<file path="config.mk">
export PLATFORM = sky130hd
export DESIGN_NAME = relay_sequencer
export DESIGN_NICKNAME = d
export VERILOG_FILES = /design/src/rtl/relay_pkg.sv /design/src/rtl/relay_debounce.sv /design/src/rtl/relay_sequencer.sv
export SDC_FILE = /design/constraint.sdc
export NUM_CORES = 1
export LEC_CHECK = 0
export BUFFER_PORTS_ARGS = -buffer_cell sky130_fd_sc_hd__buf_2
export CAP_MARGIN = 20
export CORE_MARGIN = 4
export CORE_UTILIZATION = 30
export CTS_CLUSTER_SIZE = 28
export DETAILED_ROUTE_END_ITERATION = 8
export GPL_TIMING_DRIVEN = 0
export SYNTH_ARGS = -nofsm -noshare
export SYNTH_HDL_FRONTEND = slang
export SYNTH_HIERARCHICAL = 1
export SYNTH_SLANG_ARGS = --single-unit
</file>
<file path="constraint.sdc">
create_clock -name clk -period 2 [get_ports clk]
set_clock_uncertainty 0.1 [all_clocks]
set_input_delay 0.3 -clock clk [delete_from_list [all_inputs] [get_ports clk]]
set_output_delay 0.3 -clock clk [all_outputs]
set_load 0.05 [all_outputs]
</file>
<file path="src/rtl/relay_pkg.sv">
// Shared types and constants for the relay sequencer: FSM state encoding,
// default timer width and the switch-counter width.
package relay_pkg;

  localparam int CNT_W_DEF    = 32;
  localparam int SWITCH_CNT_W = 16;

  typedef enum logic [2:0] {
    ST_OFF     = 3'd0,
    ST_ON_MIN  = 3'd1,
    ST_ON      = 3'd2,
    ST_OFF_MIN = 3'd3,
    ST_LOCKOUT = 3'd4
  } state_e;

  // Increment that sticks at all-ones instead of wrapping.
  function automatic logic [SWITCH_CNT_W-1:0] sat_inc(input logic [SWITCH_CNT_W-1:0] v);
    return (&v) ? v : v + 1'b1;
  endfunction

endpackage

</file>
<file path="src/rtl/relay_debounce.sv">
// Two-flop synchroniser followed by a stability counter: the output only
// follows the input after DEB_CYCLES consecutive cycles of disagreement.
module relay_debounce
  import relay_pkg::*;
#(
  parameter int               CNT_W      = CNT_W_DEF,
  parameter logic [CNT_W-1:0] DEB_CYCLES = CNT_W'(1_000_000)
) (
  input  logic clk,
  input  logic rst_n,
  input  logic din,
  output logic dout
);

  localparam logic [CNT_W-1:0] DEB_LAST = DEB_CYCLES - CNT_W'(1);

  logic [1:0]       sync_q;
  logic             req_s;
  logic             req_db_q, req_db_d;
  logic [CNT_W-1:0] cnt_q, cnt_d;

  assign req_s = sync_q[1];

  // NOTE: state is updated with non-blocking assignments so every flop samples
  // the pre-edge value of its neighbours, exactly like the hardware.
  always_ff @(posedge clk or negedge rst_n) begin
    if (!rst_n) begin
      sync_q   <= '0;
      req_db_q <= 1'b0;
      cnt_q    <= '0;
    end else begin
      sync_q   <= {sync_q[0], din};
      req_db_q <= req_db_d;
      cnt_q    <= cnt_d;
    end
  end

  // NOTE: every output of this block is given a default first, so no path can
  // leave a signal unassigned and infer a latch.
  always_comb begin
    req_db_d = req_db_q;
    cnt_d    = '0;
    if (req_s != req_db_q) begin
      if (cnt_q == DEB_LAST) begin
        req_db_d = req_s;
      end else begin
        cnt_d = cnt_q + CNT_W'(1);
      end
    end
  end

  assign dout = req_db_q;

endmodule

</file>
<file path="src/rtl/relay_sequencer.sv">
// Debounced, rate-limited relay command with minimum on/off times.
// Define RELAY_MAX_ON_EN to add a maximum on-time with fault lockout.
module relay_sequencer
  import relay_pkg::*;
#(
  parameter int               CNT_W      = CNT_W_DEF,
  parameter logic [CNT_W-1:0] DEB_CYCLES = CNT_W'(1_000_000),
  parameter logic [CNT_W-1:0] MIN_ON     = CNT_W'(50_000_000),
  parameter logic [CNT_W-1:0] MIN_OFF    = CNT_W'(50_000_000),
  parameter logic [CNT_W-1:0] MAX_ON     = CNT_W'(32'd3_000_000_000)
) (
  input  logic                    clk,
  input  logic                    rst_n,
  input  logic                    req_in,
  output logic                    relay_control,
  output logic                    led_output,
  output logic                    fault,
  output logic [SWITCH_CNT_W-1:0] switch_count,
  output logic [2:0]              state_o
);

  localparam logic [CNT_W-1:0] MIN_ON_LAST  = MIN_ON - CNT_W'(1);
  localparam logic [CNT_W-1:0] MIN_OFF_LAST = MIN_OFF - CNT_W'(1);

  logic                    req_db;
  state_e                  state_q, state_d;
  logic [CNT_W-1:0]        timer_q, timer_d;
  logic [SWITCH_CNT_W-1:0] switch_count_q, switch_count_d;
  logic                    relay_q, relay_d;

  relay_debounce #(
    .CNT_W      (CNT_W),
    .DEB_CYCLES (DEB_CYCLES)
  ) u_debounce (
    .clk   (clk),
    .rst_n (rst_n),
    .din   (req_in),
    .dout  (req_db)
  );

`ifdef RELAY_MAX_ON_EN
  localparam logic [CNT_W-1:0] MAX_ON_LAST = MAX_ON - CNT_W'(1);

  logic [CNT_W-1:0] on_timer_q, on_timer_d;
  logic             fault_q, fault_d;
  logic             on_expired;

  assign on_expired = ((state_q == ST_ON_MIN) || (state_q == ST_ON)) &&
                      (on_timer_q == MAX_ON_LAST);

  always_comb begin
    on_timer_d = on_timer_q;
    if ((state_d == ST_ON_MIN) && (state_q != ST_ON_MIN)) begin
      on_timer_d = '0;
    end else if (((state_q == ST_ON_MIN) || (state_q == ST_ON)) &&
                 (on_timer_q != MAX_ON_LAST)) begin
      on_timer_d = on_timer_q + CNT_W'(1);
    end
    fault_d = (state_d == ST_LOCKOUT);
  end

  always_ff @(posedge clk or negedge rst_n) begin
    if (!rst_n) begin
      on_timer_q <= '0;
      fault_q    <= 1'b0;
    end else begin
      on_timer_q <= on_timer_d;
      fault_q    <= fault_d;
    end
  end

  assign fault = fault_q;
`else
  logic unused_max_on;
  assign unused_max_on = ^MAX_ON;
  assign fault         = 1'b0;
`endif

  always_comb begin
    state_d        = state_q;
    switch_count_d = switch_count_q;
    unique case (state_q)
      ST_OFF: begin
        if (req_db) begin
          state_d        = ST_ON_MIN;
          switch_count_d = sat_inc(switch_count_q);
        end
      end
      // A release seen during the minimum on-time is acted on only at expiry.
      ST_ON_MIN:  if (timer_q == MIN_ON_LAST) state_d = req_db ? ST_ON : ST_OFF_MIN;
      ST_ON:      if (!req_db) state_d = ST_OFF_MIN;
      ST_OFF_MIN: if (timer_q == MIN_OFF_LAST) state_d = ST_OFF;
`ifdef RELAY_MAX_ON_EN
      ST_LOCKOUT: if (!req_db) state_d = ST_OFF_MIN;
`endif
      default:    state_d = ST_OFF;
    endcase
`ifdef RELAY_MAX_ON_EN
    // Max-on expiry overrides a coincident min-on expiry.
    if (on_expired) state_d = ST_LOCKOUT;
`endif
  end

  // Phase timer: cleared on every state change, saturates at the phase's terminal count.
  always_comb begin
    timer_d = timer_q;
    if (state_d != state_q) begin
      timer_d = '0;
    end else if (((state_q == ST_ON_MIN)  && (timer_q != MIN_ON_LAST)) ||
                 ((state_q == ST_OFF_MIN) && (timer_q != MIN_OFF_LAST))) begin
      timer_d = timer_q + CNT_W'(1);
    end
    relay_d = (state_d == ST_ON_MIN) || (state_d == ST_ON);
  end

  always_ff @(posedge clk or negedge rst_n) begin
    if (!rst_n) begin
      state_q        <= ST_OFF;
      timer_q        <= '0;
      switch_count_q <= '0;
      relay_q        <= 1'b0;
    end else begin
      state_q        <= state_d;
      timer_q        <= timer_d;
      switch_count_q <= switch_count_d;
      relay_q        <= relay_d;
    end
  end

  assign relay_control = relay_q;
  assign led_output    = relay_q;
  assign switch_count  = switch_count_q;
  assign state_o       = state_q;

endmodule

</file>
Word level (Yosys, flattened, before mapping)
Index checks and enable logic that the tools add are counted.
{"block": "classes", "bitwise_logic": 1, "add_sub_neg": 3, "n_eq_ne": 10, "mux": 10, "reduce_logical": 9}
{"cell": "32-bit 2-to-1 mux", "n": 4}
{"cell": "32-bit by 1-bit adder with 32-bit output, second input constant", "n": 2}
{"cell": "32-bit by 20-bit equality test with 1-bit output, second input constant", "n": 1}
{"cell": "32-bit by 26-bit equality test with 1-bit output, second input constant", "n": 1}
{"cell": "32-bit by 26-bit inequality test with 1-bit output, second input constant", "n": 1}
{"cell": "16-bit by 1-bit adder with 16-bit output, second input constant", "n": 1}
{"cell": "16-bit AND reduction", "n": 1}
{"cell": "3-bit 2-to-1 mux", "n": 4}
{"cell": "3-bit one-hot mux with 4 select lines", "n": 1}
{"cell": "3-bit by 2-bit equality test with 1-bit output, second input constant", "n": 3}
{"cell": "3-bit by 1-bit equality test with 1-bit output, second input constant", "n": 2}
{"cell": "3-bit zero test", "n": 1}
{"cell": "3-bit inequality test", "n": 1}
{"cell": "3-bit AND reduction", "n": 1}
{"cell": "1-bit logical AND", "n": 2}
{"cell": "1-bit logical OR", "n": 2}
{"cell": "2-bit AND reduction", "n": 1}
{"cell": "2-bit nonzero test", "n": 1}
{"cell": "1-bit 2-to-1 mux", "n": 1}
{"cell": "1-bit inequality test", "n": 1}
{"cell": "1-bit NOT", "n": 1}
{"block": "word_totals", "word_cells": 40, "register_bits": 87, "output_inout_bits": 22}

Logic depth before layout (Yosys ltp)
Gate-level depths: netlist (run 1).
{"block": "depth", "ltp_word": 5, "mapped_depth": 7, "depth_no_buf": 6}

Cells and area by module
The synthesis (run 1) kept the hierarchy.
{"module": "relay_sequencer", "area_each_um2": 2891.5, "seq_area_each_um2": 1301.2, "instances": 1, "cells_each": 304}
{"module": "relay_debounce", "area_each_um2": 1800.5, "seq_area_each_um2": 875.8, "instances": 1, "cells_each": 188}

Worst setup path after synthesis (run 1)
OpenSTA, ideal clock, no wires.
{"block": "synth_timing", "path_type": "register to register", "from": "register state_q[0], in the netlist state_o[0]", "to": "register timer_q[31]", "setup_ns": 0.073, "stages_incl_launch_ff": 7, "arrival_time_ns": 1.992, "path_slack_ns": -0.165, "path_buffers": 2, "synth_period_minus_slack_ns": 2.165, "required_ns": 1.827, "path_cell_list": "dfrtp_1 > buf_2 > nand2b_1 > clkbuf_1 > or3_1 > or4_4 > a21oi_2"}
{"block": "synth_via", "elab_chain_len": 4}
{"element": "start: declaration", "line": "relay_sequencer.sv:26", "rtl": "state_e state_q, state_d;"}
{"element": "start signal: assignment", "line": "relay_sequencer.sv:123", "rtl": "state_q <= state_d;"}
{"element": "3-bit by 2-bit equality test with 1-bit output, or another cell as far along", "line": "relay_sequencer.sv:82, relay_sequencer.sv:110"}
{"element": "3-bit one-hot mux with 4 select lines, or another cell as far along", "line": "relay_sequencer.sv:82", "rtl": "unique case (state_q)"}
{"element": "3-bit inequality test or 1-bit logical OR (tied branches)", "line": "relay_sequencer.sv:107, relay_sequencer.sv:109"}
{"element": "32-bit 2-to-1 mux or 2-bit nonzero test (tied branches)"}
{"element": "end signal: assignment", "line": "relay_sequencer.sv:124", "rtl": "timer_q <= timer_d;"}
{"element": "end: declaration", "line": "relay_sequencer.sv:27", "rtl": "logic [CNT_W-1:0] timer_q, timer_d;"}
Parallel ways exist; a longest one is shown, timed or not.
A chain may end at the register's enable or synchronous reset.

Final worst setup path (run 1)
{"block": "layout_timing", "from": "register timer_q[7]", "to": "register timer_q[14]"}
{"block": "layout_via", "elab_chain_len": 5}
{"element": "parallel branches: the longest is 5 deep, another holds 32-bit by 1-bit adder with 32-bit output"}
Several ways; the timed one is not identified. The select of a mux whose other input is x is not followed.

==> results of run 1 <==
[metal layers]
metal  track usage  up-vias  wire (um)
met3        0.0300       34        704
li1              -     2027          -
met5             0        -          0
met1         0.184     2212       5850
met4        0.0560        0        364
met2         0.218      168       6650
[through the flow]
stage / power (mW) / utilization
floorplan: 1.85 / -
global placement: 1.90 / 0.334
detailed placement: 1.91 / 0.336
CTS: 3.66 / 0.378
global route: 3.79 / 0.424
finish: 3.65 / 0.424
[power breakdown]
part           internal (mW)  total (mW)  switching (mW)
Clock                  0.972        1.70           0.726
Combinational         0.0746       0.178           0.104
Sequential              1.77        1.77         0.00753
Total                   2.81        3.65           0.837
[cell type report]
class                      count  area, sq um  area share
timing repair buffer          75          652       0.101
sequential                    87         2200       0.340
tap                          211          264      0.0408
multi-input combinational    374         2840       0.439
inverter                       9         33.8     0.00523
buffer                        18          181      0.0281
clock inverter                 6         68.8      0.0106
clock buffer                   9          225      0.0348
[path summary, 6_finish.rpt]
| path | endpoint | slack [ns] | depth (start not counted) |
|---|---|---|---|
| min in group clk | u_debounce/sync_q[1] | 0.27 | 0 |
| worst min-delay path | u_debounce/cnt_q[26] | 0.27 | 2 |
| worst max-delay path | timer_q[14] | -0.12 | 8 |
| worst min register to register | u_debounce/sync_q[1] | 0.27 | 0 |
| max in group asynchronous | timer_q[16] | 0.89 | 3 |
| worst max register to register | timer_q[14] | -0.12 | 8 |
[state kept, by name (all words and copies together) (netlist names)]
name and cells:
timer_q 32, u_debounce/cnt_q 32, switch_count 16, state_o 3, u_debounce/sync_q 2, led_output 1
u_debounce/dout 1
[layout by cell type (no fill, tap or decap), types with 7 or more instances in the layout]
master and count:
dfrtp_1 69, buf_4 34, nand2_1 32, nand4_1 30, nand3_1 25, buf_2 24, nor2_1 23, xnor2_1 22
o21ai_0 21, a21oi_1 18, dfrtp_2 18, o31ai_1 17, a21oi_2 17, buf_6 16, and3_1 15, or3_1 15
xor2_1 13, or4_1 12, clkbuf_16 12, inv_1 9, or4_4 8, buf_8 7
[cell families after synthesis]
logic type | Yosys count
flip-flops | 87
XOR/XNOR | 36
AO/OA/AOI/OAI | 95
buffers and inverters | 32
multiplexers | 2
other | 1
AND/OR/NAND/NOR | 236
adder cells (fa/ha/maj) | 3
[repair_timing]
item,4_1_cts,5_1_grt
endpoints found under the hold margin,18,0
setup buffers,16,31
pin swaps,13,29
resized for setup,61,102
hold buffers,2,0
endpoints found under the setup margin,77,77
gates cloned,2,4
==> run summary, run 1 <==
Max frequency: 0.471 GHz
Dpl ws: -0.410 ns
Placeable Area: 15,300 sq um
Most common cell in the synthesized netlist: dfrtp_1
Synth unique cells: 51
Critical path class: flip-flop to flip-flop
Initial DRT Pass Iterations: 5
Failing checks: setup timing
Syn Std Cell Area: 4690 sq um
Largest family of logic cells by synthesized area: simple AND/OR/NAND/NOR gates
MaxCap Viol Count: 0
Fraction of registers with async set/reset: 1.00
Num CTS Buffers: 9
Final setup fails: 40
Synth area leader: dfrtp_1
Routed vias: 4,441
Num rows: 45
Ant diodes: 0
Main synth FF type: dfrtp_1
Layout Nets: 580
Sequential fraction of the synthesis area: 0.464
Avg WL per Cell: 17.2 um
Startpoint Class: flip-flop
Drt drc: 0
Vias in the first global route: 3,963
Antenna Violating Nets Remaining: 0
Clk_lat worst skew: 0.34 ns
Delay-heaviest family, CP: compound AO/OA/AOI/OAI gates
Hold/Removal Path Class: input pin to async pin
Root Driver: clkbuf_16
Pleak: 2.54 nW
Die Ht: 133 um
Crit path buf inv count: 3
Max clock buf depth: 2
Tot GR Track Use: 0.138
CTS tree: yes
Adder-cell share of the synthesized area: 0.00800
Hold slack: 0.266 ns
Number of enable flip-flop cells after synthesis: 0
Vias per inst: 5.63
PwrDens: 565 nW/um^2
Initial antenna violation count: 0
Initial Utilization: 0.308
Post-synthesis compound-gate area fraction: 0.125
Cell chain of the critical path: buf_6, nor4b_4, nand3_2, o31ai_4, buf_4, buf_6, o21ai_0, a21oi_2
Routed wire length: 13,600 um
RSZ-0062 raised after global routing: yes
Simple-gate share of the synthesized area: 0.298
XOR/XNOR Fraction of Synth Area: 0.0672
Clock transition at path regs: 0.07 ns
Hold Vio Cnt, Final: 0
CTS H-tree lvls: 3
Commonest cells in the netlist: dfrtp_1, nand2_1, a21oi_1
Largest net degree at the start of global routing: 71
Syn Inst Count: 492
Drt initial violations: 421
Final worst slack: -0.123 ns
RR Startpoint: timer_q[7]
Slowest-stage cell, CP: dfrtp_2
Placed Cells: 728
Die X: 133 um
CP endpoint kind: flip-flop
Layout cell share with drive strength beyond 1: 0.369
Outcome: finished, violations left
Post-route cell area: 6460 sq um
Minimum clock period: 2.12 ns
Layout filler cell count: 1,410
Area contributors post-synth: dfrtp_1, xnor2_1, nand4_1
Num ports: 25
Fin crit share: 1.06
CP max stage delay: 0.47 ns
CTS sink count: 87
Setup TNS: -2.26 ns
Port bufs: 23
Non-filler cells, final: 789
Synth warn: 6
Required time of the worst setup path: 2.17 ns
Placer Congestion: 0.831
Grt total ovfl: 0
Crit path max fanout: 6
Hpwl dp: 7850 um
Peak VDD IR: 402 uV
Area Growth Syn to Fin: 37.8%
Crit-path most repeated cell: buf_6
Worst setup startpoint: timer_q[7]
WP data arrival: 2.29 ns
Yosys reg bits: 87
Post-synth top area share: 0.464
Final Slew Violations: 0
Dpl cell area: 5130 sq um
Die footprint: 17,700 sq um
Global-route wire length before repair: 20,300 um
Syn avg cell area: 9.54 sq um
Multiplexer share of the synthesized area: 0.00480
Note: power is estimated with default switching activity, not from simulation.
==> inputs of run 2 (changes only) <==
Settings changed: BUFFER_PORTS_ARGS -buffer_cell sky130_fd_sc_hd__buf_2 to unset, CAP_MARGIN 20 to 10, DONT_BUFFER_PORTS set to 1.
==> run summary, run 2 (same netlist as run 1, synthesis figures left out) <==
Sw frac: 0.234
Max frequency: 0.486 GHz
Root Driver: clkbuf_16
Layout Nets: 559
Initial Utilization: 0.308
CP max stage delay: 0.49 ns
Crit path max fanout: 10
Combinational share of power: 0.029
Layout cell share with drive strength beyond 1: 0.385
Int Power: 2.68 mW
PwrDens: 553 nW/um^2
Port bufs: 0
Routed vias: 4,296
Hold slack: -0.456 ns
Required time of the worst setup path: 2.12 ns
Area Growth Syn to Fin: 34.7%
Final worst slack: -0.0587 ns
Dpl cell area: 4980 sq um
Switch Pwr: 817 uW
Most frequent cells in the layout: buf_4, dfrtp_1, dfrtp_2
RR Startpoint: timer_q[8]
Failing checks: hold timing, setup timing
MaxCap Viol Count: 0
Post-route cell area: 6320 sq um
Max transition margin: 0.655
Die X: 133 um
Num CTS Buffers: 9
Critical path class: flip-flop to flip-flop
Placer Congestion: 0.826
Delay-heaviest family, CP: simple AND/OR/NAND/NOR gates
Placeable Area: 15,300 sq um
Avg WL per Cell: 16.9 um
Die footprint: 17,700 sq um
Antenna Violating Nets Remaining: 0
Grt total ovfl: 0
Hold Buf Count CTS: 1
Reg2Reg Depth: 6
CP endpoint kind: flip-flop
Cell chain of the critical path: nor4b_4, nand4_1, or3_4, a21oi_4, buf_8, a21oi_1
WP data arrival: 2.18 ns
Num ports: 25
Clk_lat worst skew: 0.35 ns
Power share of the sequential group: 0.509
Startpoint Class: flip-flop
Final setup fails: 22
Drt initial violations: 342
Hold/Removal Path Class: input pin to async pin
Tot GR Track Use: 0.137
Vias per inst: 5.59
CTS H-tree lvls: 3
Routed wire length: 13,000 um
Largest net degree at the start of global routing: 88
Clock transition at path regs: 0.07 ns
Dpl ws: -0.454 ns
Hold Vio Cnt, Final: 87
CTS tree: yes
Clock share of power: 0.462
Slew @ Worst Pin: 0.518 ns
Commonest non-fill, non-tap cell in the layout: buf_4
Drt drc: 0
Crit path buf inv count: 1
Ant diodes: 0
Peak VDD IR: 410 uV
Max clock buf depth: 2
Hpwl dp: 7850 um
Vias in the first global route: 4,067
Slowest-stage cell, CP: dfrtp_2
Minimum clock period: 2.06 ns
Global-route wire length before repair: 20,300 um
Initial antenna violation count: 0
Pleak: 2.36 nW
Fin crit share: 1.03
RSZ-0062 raised after global routing: yes
Outcome: finished, violations left
Initial DRT Pass Iterations: 5
CTS sink count: 87
Final Slew Violations: 0
Reg2reg end: timer_q[24]
Num rows: 45
FF-to-FF setup slack: -0.06 ns
Die Ht: 133 um
## run 2: how the worst max path moves through the flow
| stage | from | endpoint | slack [ns] | cells past startpoint |
|---|---|---|---|---|
| floorplan | u_debounce/cnt_q[0] | u_debounce/cnt_q[28] | -0.07 | 6 |
| global placement | u_debounce/cnt_q[6] | u_debounce/cnt_q[2] | -0.43 | 5 |
| detailed placement | u_debounce/cnt_q[6] | u_debounce/cnt_q[29] | -0.45 | 5 |
| CTS | u_debounce/cnt_q[0] | u_debounce/cnt_q[28] | -0.1 | 6 |
| global route | timer_q[28] | timer_q[29] | -0.11 | 6 |
| finish | timer_q[8] | timer_q[24] | -0.06 | 6 |
## run 2: area by class of cell
class                   count  area, sq um
plain buffers              18          186
clock buffers              10          229
clock inverters             6         51.3
fillers                  1415         8940
inverters                   9         33.8
multi-input cells         374         2860
flip-flops and latches     87         2230
well taps                 211          264
repair buffers             54          462
## run 2: per-layer routing
layer  share of wire  vias up  global-route usage
li1                -     1975                   -
met1            0.43     2185               0.173
met2            0.51      113               0.229
met3           0.049       23              0.0426
met4           0.014        0              0.0352
met5               0        -                   0
## run 2: metrics by stage
stage | hold WS [ns] | utilization | TNS, ns | power, mW | std cells
global route | -0.476 | 0.414 | -3.34 | 3.62 | 769
CTS | -0.467 | 0.369 | -0.289 | 3.52 | 734
global placement | -0.0900 | 0.326 | -21.70 | 1.87 | 704
finish | -0.456 | 0.414 | -0.888 | 3.50 | 769
floorplan | -0.0956 | - | -0.307 | 1.85 | 493
detailed placement | -0.0914 | 0.326 | -23.63 | 1.87 | 704
## run 2: timing repair
item	in CTS	in global routing
pin swaps	16	39
buffers inserted	16	35
endpoints found under the setup margin	81	76
gates cloned	0	3
resized for setup	77	110
hold endpoints to repair	88	87
## run 2: power by group through the flow
stage	Sequential [mW]	Combinational, mW	Clock (mW)
after global routing	1.78	0.109	1.73
after CTS	1.78	0.0803	1.66
after floorplan	1.81	0.0390	0
after detailed placement	1.81	0.0548	0
after global placement	1.81	0.0546	0
final	1.78	0.103	1.61
